[config.mk]
export PLATFORM = sky130hd
export DESIGN_NAME = sync_fifo_v2
export DESIGN_NICKNAME = d
export VERILOG_FILES = /design/src/rtl/sync_fifo_v2_pkg.sv /design/src/rtl/sync_fifo_v2_mem.sv /design/src/rtl/sync_fifo_v2.sv
export SDC_FILE = /design/constraint.sdc
export NUM_CORES = 1
export LEC_CHECK = 0
export ABC_AREA = 1
export CELL_PAD_IN_SITES_DETAIL_PLACEMENT = 0
export CELL_PAD_IN_SITES_GLOBAL_PLACEMENT = 2
export CORE_MARGIN = 2
export CORE_UTILIZATION = 41
export CTS_CLUSTER_SIZE = 24
export DETAILED_ROUTE_END_ITERATION = 6
export PLACE_DENSITY = 0.89
export SYNTH_ARGS = -nofsm -noshare
export SYNTH_HDL_FRONTEND = slang
export SYNTH_HIERARCHICAL = 1
export SYNTH_SLANG_ARGS = --single-unit
[constraint.sdc]
create_clock -name clk -period 3.1 [get_ports clk]
set_input_delay 0.31 -clock clk [delete_from_list [all_inputs] [get_ports clk]]
set_output_delay 0.31 -clock clk [all_outputs]
set_load 0.02 [all_outputs]
[src/rtl/sync_fifo_v2_pkg.sv]
// Shared helpers for the sync_fifo_v2 slice.
// Holds the pointer-width helper used for parameter defaults.
package sync_fifo_v2_pkg;

  function automatic int log2(input int v);
    int r;
    r = 0;
    for (int i = 0; i < 31; i++)
      if ((1 << r) < v) r++;
    return r;
  endfunction

endpackage

[src/rtl/sync_fifo_v2_mem.sv]
// Simple dual-port storage for sync_fifo_v2.
// One write port, one asynchronous read port, no reset.
module sync_fifo_v2_mem #(
  parameter int data_width = 8,
  parameter int fifo_depth = 32,
  parameter int addr_width = 5
) (
  input  logic                  clk,
  input  logic                  we_i,
  input  logic [addr_width-1:0] waddr_i,
  input  logic [data_width-1:0] wdata_i,
  input  logic [addr_width-1:0] raddr_i,
  output logic [data_width-1:0] rdata_o
);

  logic [data_width-1:0] mem_q [fifo_depth];

  always_ff @(posedge clk) begin
    if (we_i) mem_q[waddr_i] <= wdata_i;
  end

  assign rdata_o = mem_q[raddr_i];

endmodule

[src/rtl/sync_fifo_v2.sv]
// Single-clock FIFO with count, almost flags, sticky errors
// and a selectable first-word-fall-through read mode.
module sync_fifo_v2
  import sync_fifo_v2_pkg::*;
#(
  parameter int data_width = 8,
  parameter int fifo_depth = 32,
  parameter int addr_width = log2(fifo_depth),
  parameter bit fwft       = 1'b0,
  parameter int af_level   = fifo_depth - 2,
  parameter int ae_level   = 1
) (
  input  logic                  clk,
  input  logic                  rst_n,
  input  logic                  wr_en,
  input  logic [data_width-1:0] din,
  output logic                  full,
  output logic                  almost_full,
  input  logic                  rd_en,
  output logic [data_width-1:0] dout,
  output logic                  empty,
  output logic                  almost_empty,
  output logic [addr_width:0]   count,
  output logic                  overflow,
  output logic                  underflow
);

  localparam int PW = addr_width + 1;
  localparam logic [PW-1:0] AF = PW'(af_level);
  localparam logic [PW-1:0] AE = PW'(ae_level);

  if ((fifo_depth < 2) || ((fifo_depth & (fifo_depth - 1)) != 0))
  begin : g_bad_depth
    $error("fifo_depth must be a power of two >= 2");
  end
  if (af_level > fifo_depth) begin : g_bad_af
    $error("af_level must be <= fifo_depth");
  end
  if (ae_level >= fifo_depth) begin : g_bad_ae
    $error("ae_level must be < fifo_depth");
  end

  logic [PW-1:0] wptr_q, wptr_d;
  logic [PW-1:0] rptr_q, rptr_d;
  logic [PW-1:0] cnt_q, cnt_d;
  logic [data_width-1:0] dout_q, dout_d;
  logic ovf_q, ovf_d;
  logic udf_q, udf_d;
  logic [data_width-1:0] head;
  logic wr_ok, rd_ok;

  assign empty = (wptr_q == rptr_q);
  assign full  = (wptr_q[addr_width-1:0] == rptr_q[addr_width-1:0])
              && (wptr_q[addr_width] != rptr_q[addr_width]);

  assign rd_ok = rd_en & ~empty;
  assign wr_ok = wr_en & (~full | rd_ok);

  always_comb begin
    wptr_d = wptr_q;
    rptr_d = rptr_q;
    cnt_d  = cnt_q;
    dout_d = dout_q;
    ovf_d  = ovf_q | (wr_en & ~wr_ok);
    udf_d  = udf_q | (rd_en & empty);
    if (wr_ok) wptr_d = wptr_q + 1'b1;
    if (rd_ok) begin
      rptr_d = rptr_q + 1'b1;
      dout_d = head;
    end
    unique case ({wr_ok, rd_ok})
      2'b10:   cnt_d = cnt_q + 1'b1;
      2'b01:   cnt_d = cnt_q - 1'b1;
      default: cnt_d = cnt_q;
    endcase
  end

  always_ff @(posedge clk) begin
    if (!rst_n) begin
      wptr_q <= '0;
      rptr_q <= '0;
      cnt_q  <= '0;
      dout_q <= '0;
      ovf_q  <= 1'b0;
      udf_q  <= 1'b0;
    end else begin
      wptr_q <= wptr_d;
      rptr_q <= rptr_d;
      cnt_q  <= cnt_d;
      dout_q <= dout_d;
      ovf_q  <= ovf_d;
      udf_q  <= udf_d;
    end
  end

  // A write while full lands in the slot the same-cycle pop frees;
  // the async read still returns the old head before the edge.
  sync_fifo_v2_mem #(
    .data_width(data_width),
    .fifo_depth(fifo_depth),
    .addr_width(addr_width)
  ) u_mem (
    .clk    (clk),
    .we_i   (wr_ok & rst_n),
    .waddr_i(wptr_q[addr_width-1:0]),
    .wdata_i(din),
    .raddr_i(rptr_q[addr_width-1:0]),
    .rdata_o(head)
  );

  assign dout         = fwft ? head : dout_q;
  assign count        = cnt_q;
  assign almost_full  = (cnt_q >= AF);
  assign almost_empty = (cnt_q <= AE);
  assign overflow     = ovf_q;
  assign underflow    = udf_q;

endmodule

==> impl_metrics.toml <==
[status]
status = "finished clean"

[route]
wl_per_cell_um = 19.1
routed_wl_um = 30700
vias_per_cell = 5.10
drt_iter0_markers = 736
drtAntennaViolNets = 0
vias = 8187
drc_errors = 0
first_pass_iters = 7

[synthesis]
synth_fp_nets = 1178
synth_top_family_by_area = "simple AND/OR/NAND/NOR gates"
yosys.area_share.xor_xnor_pct = 0.921
synth_cells = 1160
yosys.area_share.simple_pct = 25.3
yosysTopAreaCell = "edfxtp_1"
synth_seq_area_share_pct = 66.7
async_reset_ff_share_pct = 0
yosys.area_share.adder_pct = 0.608
netlist.area_leader.share_pct = 62.2
synth_seq_cells = 284
synth-compound-area-share_pct = 1.20
synth-edff-count = 256
ys_types = 32
yosysMostFrequentCell = "nand2_1"
synthMuxAreaShare_pct = 0
synth_area_um2 = 12400
ys_top_cells_by_count = "nand2_1, edfxtp_1, nand3_1, nor2_1, inv_1"
ys_top_cells_by_area = "edfxtp_1, nand2_1, nand3_1"
ys_warn_count = 6
synth-main-ff-cell = "edfxtp_1"
postSynthAreaPerCell_um2 = 10.7

[cts]
root_buffer = "clkbuf_16"
clk_path_buf_depth = 3
clock_latency_ns = 0.57
htreeDepth = 1
cts_tree = "yes"
path_clk_slew_ns = 0.07
cts_hold_buf = 0
cts_buffers = 29
cts-resized-gates = 0
cts.sinks = 284
cts_setup_buffers = 0

[sta]
period_needed_ns = 2.69
tns_ns = 0
rsz0062_at_grt = "no"
final_max_slew_viol_count = 0
setup_viol = 0
fmaxAchievable_ghz = 0.371
fin_crit_sh_pct = 86.9
worst_pin_slew_ns = 1.16
slew-limit-headroom_pct = 22.8
hold_violations = 0
finClkSkew_ns = 0.0235

[critical_path]
crit_path_max_fanout = 11
startpoint_type = "flop"
cp.arrival_ns = 2.89
cpMaxStageDelayCell = "dfxtp_1"
path_class = "flop to flop"
cp_data_required_time_ns = 3.30
worstPathCellList = "nand2_1 -> nand2_2 -> nor2_4 -> nand3_2 -> inv_2 -> nand2_2 -> nand2_4 -> nor2_1 -> nand3_1 -> buf_4 -> nor2_1"
end_kind = "flop"
critPathMaxStageDelay_ns = 0.56
worst_r2r_path_depth = 11

[job]
drv_cap = 0

[power_and_ir_drop]
vdd_ir_drop_max_mv = 0.462
cellPowerDensity_nw_per_um2 = 686
leakagePower_nw = 5.15

[grt]
grt_pass1_vias = 8077
grt_pass1_wl_um = 46700
antenna_found_initial = 0
grt_max_degree = 115
overflow = 0
grt_util_all_layers_pct = 19.8

[min_path]
hold_path.class = "primary input to flop"
whs_path_depth = 4

[floorplanning]
core-area_um2 = 29600
die_x_um = 178
die_y_um = 178
initial_core_util_pct = 41.7
dieArea_um2 = 31500
rows = 63
io_pins = 32

[place]
io_buffers = 31
dpl.hpwl_um = 19300
placed_area_um2 = 12900
place_congestion = 0.780

[layout]
area_growth_pct = 13.8
diodes = 0
fin_area_um2 = 14100
final_nets = 1211
drive_gt1_share_pct = 8.72
[routing by layer]
layer  track usage, %  up-vias  routed length, um
li1                 -     4018                  -
met1             27.5     3905              14000
met2             32.7      204              14300
met3             2.70       60               1530
met4             5.57        0                784
met5                0        -                  0
[final cells by class]
type | instances | area, um2
clock buffers | 29 | 726
repair buffers | 62 | 568
multi-input cells | 773 | 3460
fillers | 2762 | 15600
well taps | 390 | 488
clock inverters | 25 | 404
flip-flops and latches | 284 | 8250
inverters | 43 | 163
[metrics by stage]
step | util (%) | instances | hold WS, ns | setup slack [ns] | total power, W
2_1_floorplan | - | 1160 | 0.409 | 0.813 | 0.00528
4_1_cts | 47.5 | 1606 | 0.443 | 0.366 | 0.00972
3_3_place_gp | 43.6 | 1552 | 0.452 | 0.517 | 0.00566
6_report | 47.5 | 1606 | 0.451 | 0.407 | 0.00965
3_5_place_dp | 43.6 | 1552 | 0.454 | 0.403 | 0.00567
5_1_grt | 47.5 | 1606 | 0.500 | 0.208 | 0.0100
[cell families after synthesis]
group                    Yosys count
flip-flops                       284
XOR/XNOR                          13
AO/OA/AOI/OAI                     29
AND/OR/NAND/NOR                  725
buffers and inverters            103
adder cells (fa/ha/maj)            6
[registers in the layout (all words and copies together), names as in the netlist]
register,cells
u_mem/mem_q,256
dout,8
count,6
rptr_q,6
wptr_q,6
overflow,1
underflow,1
[where the power goes]
part	internal [W]	leakage, nW	switching, W	total, W
combinational	0.000414	2.08	0.000901	0.00132
clock	0.00256	0.542	0.00151	0.00407
sequential	0.00422	2.53	0.0000453	0.00426
[layout by cell type, fill, tap and decap left out, drive strengths merged]
cell,instances
a21oi,12
a31oi,1
buf,31
bufinv,10
clkbuf,29
clkdlybuf4s50,31
clkinv,15
clkinvlp,4
dfxtp,28
edfxtp,256
ha,6
inv,39
nand2,420
nand3,225
nand4,7
nor2,68
nor3,4
nor3b,1
o21ai,15
o31ai,1
xnor2,2
xor2,11
[worst max-delay path: cells and delay by family, from the launching register on]
kind | cells | cell delay (ns)
buffers and inverters | 2 | 0.30
DFF | 1 | 0.56
and+or+nand+nor | 9 | 1.46
[worst paths after layout]
kind | startpoint | end | slack [ns]
hold / removal | rd_en | overflow$_SDFF_PN0_ | 0.45
setup / recovery | wptr_q[2]$_SDFFE_PN0P_ | u_mem/mem_q[23][0]$_DFFE_PP_ | 0.41
hold reg to reg | underflow$_SDFF_PN0_ | underflow$_SDFF_PN0_ | 0.47
setup reg to reg | wptr_q[2]$_SDFFE_PN0P_ | u_mem/mem_q[23][0]$_DFFE_PP_ | 0.41
No activity file was read; power rests on OpenSTA's default activity.
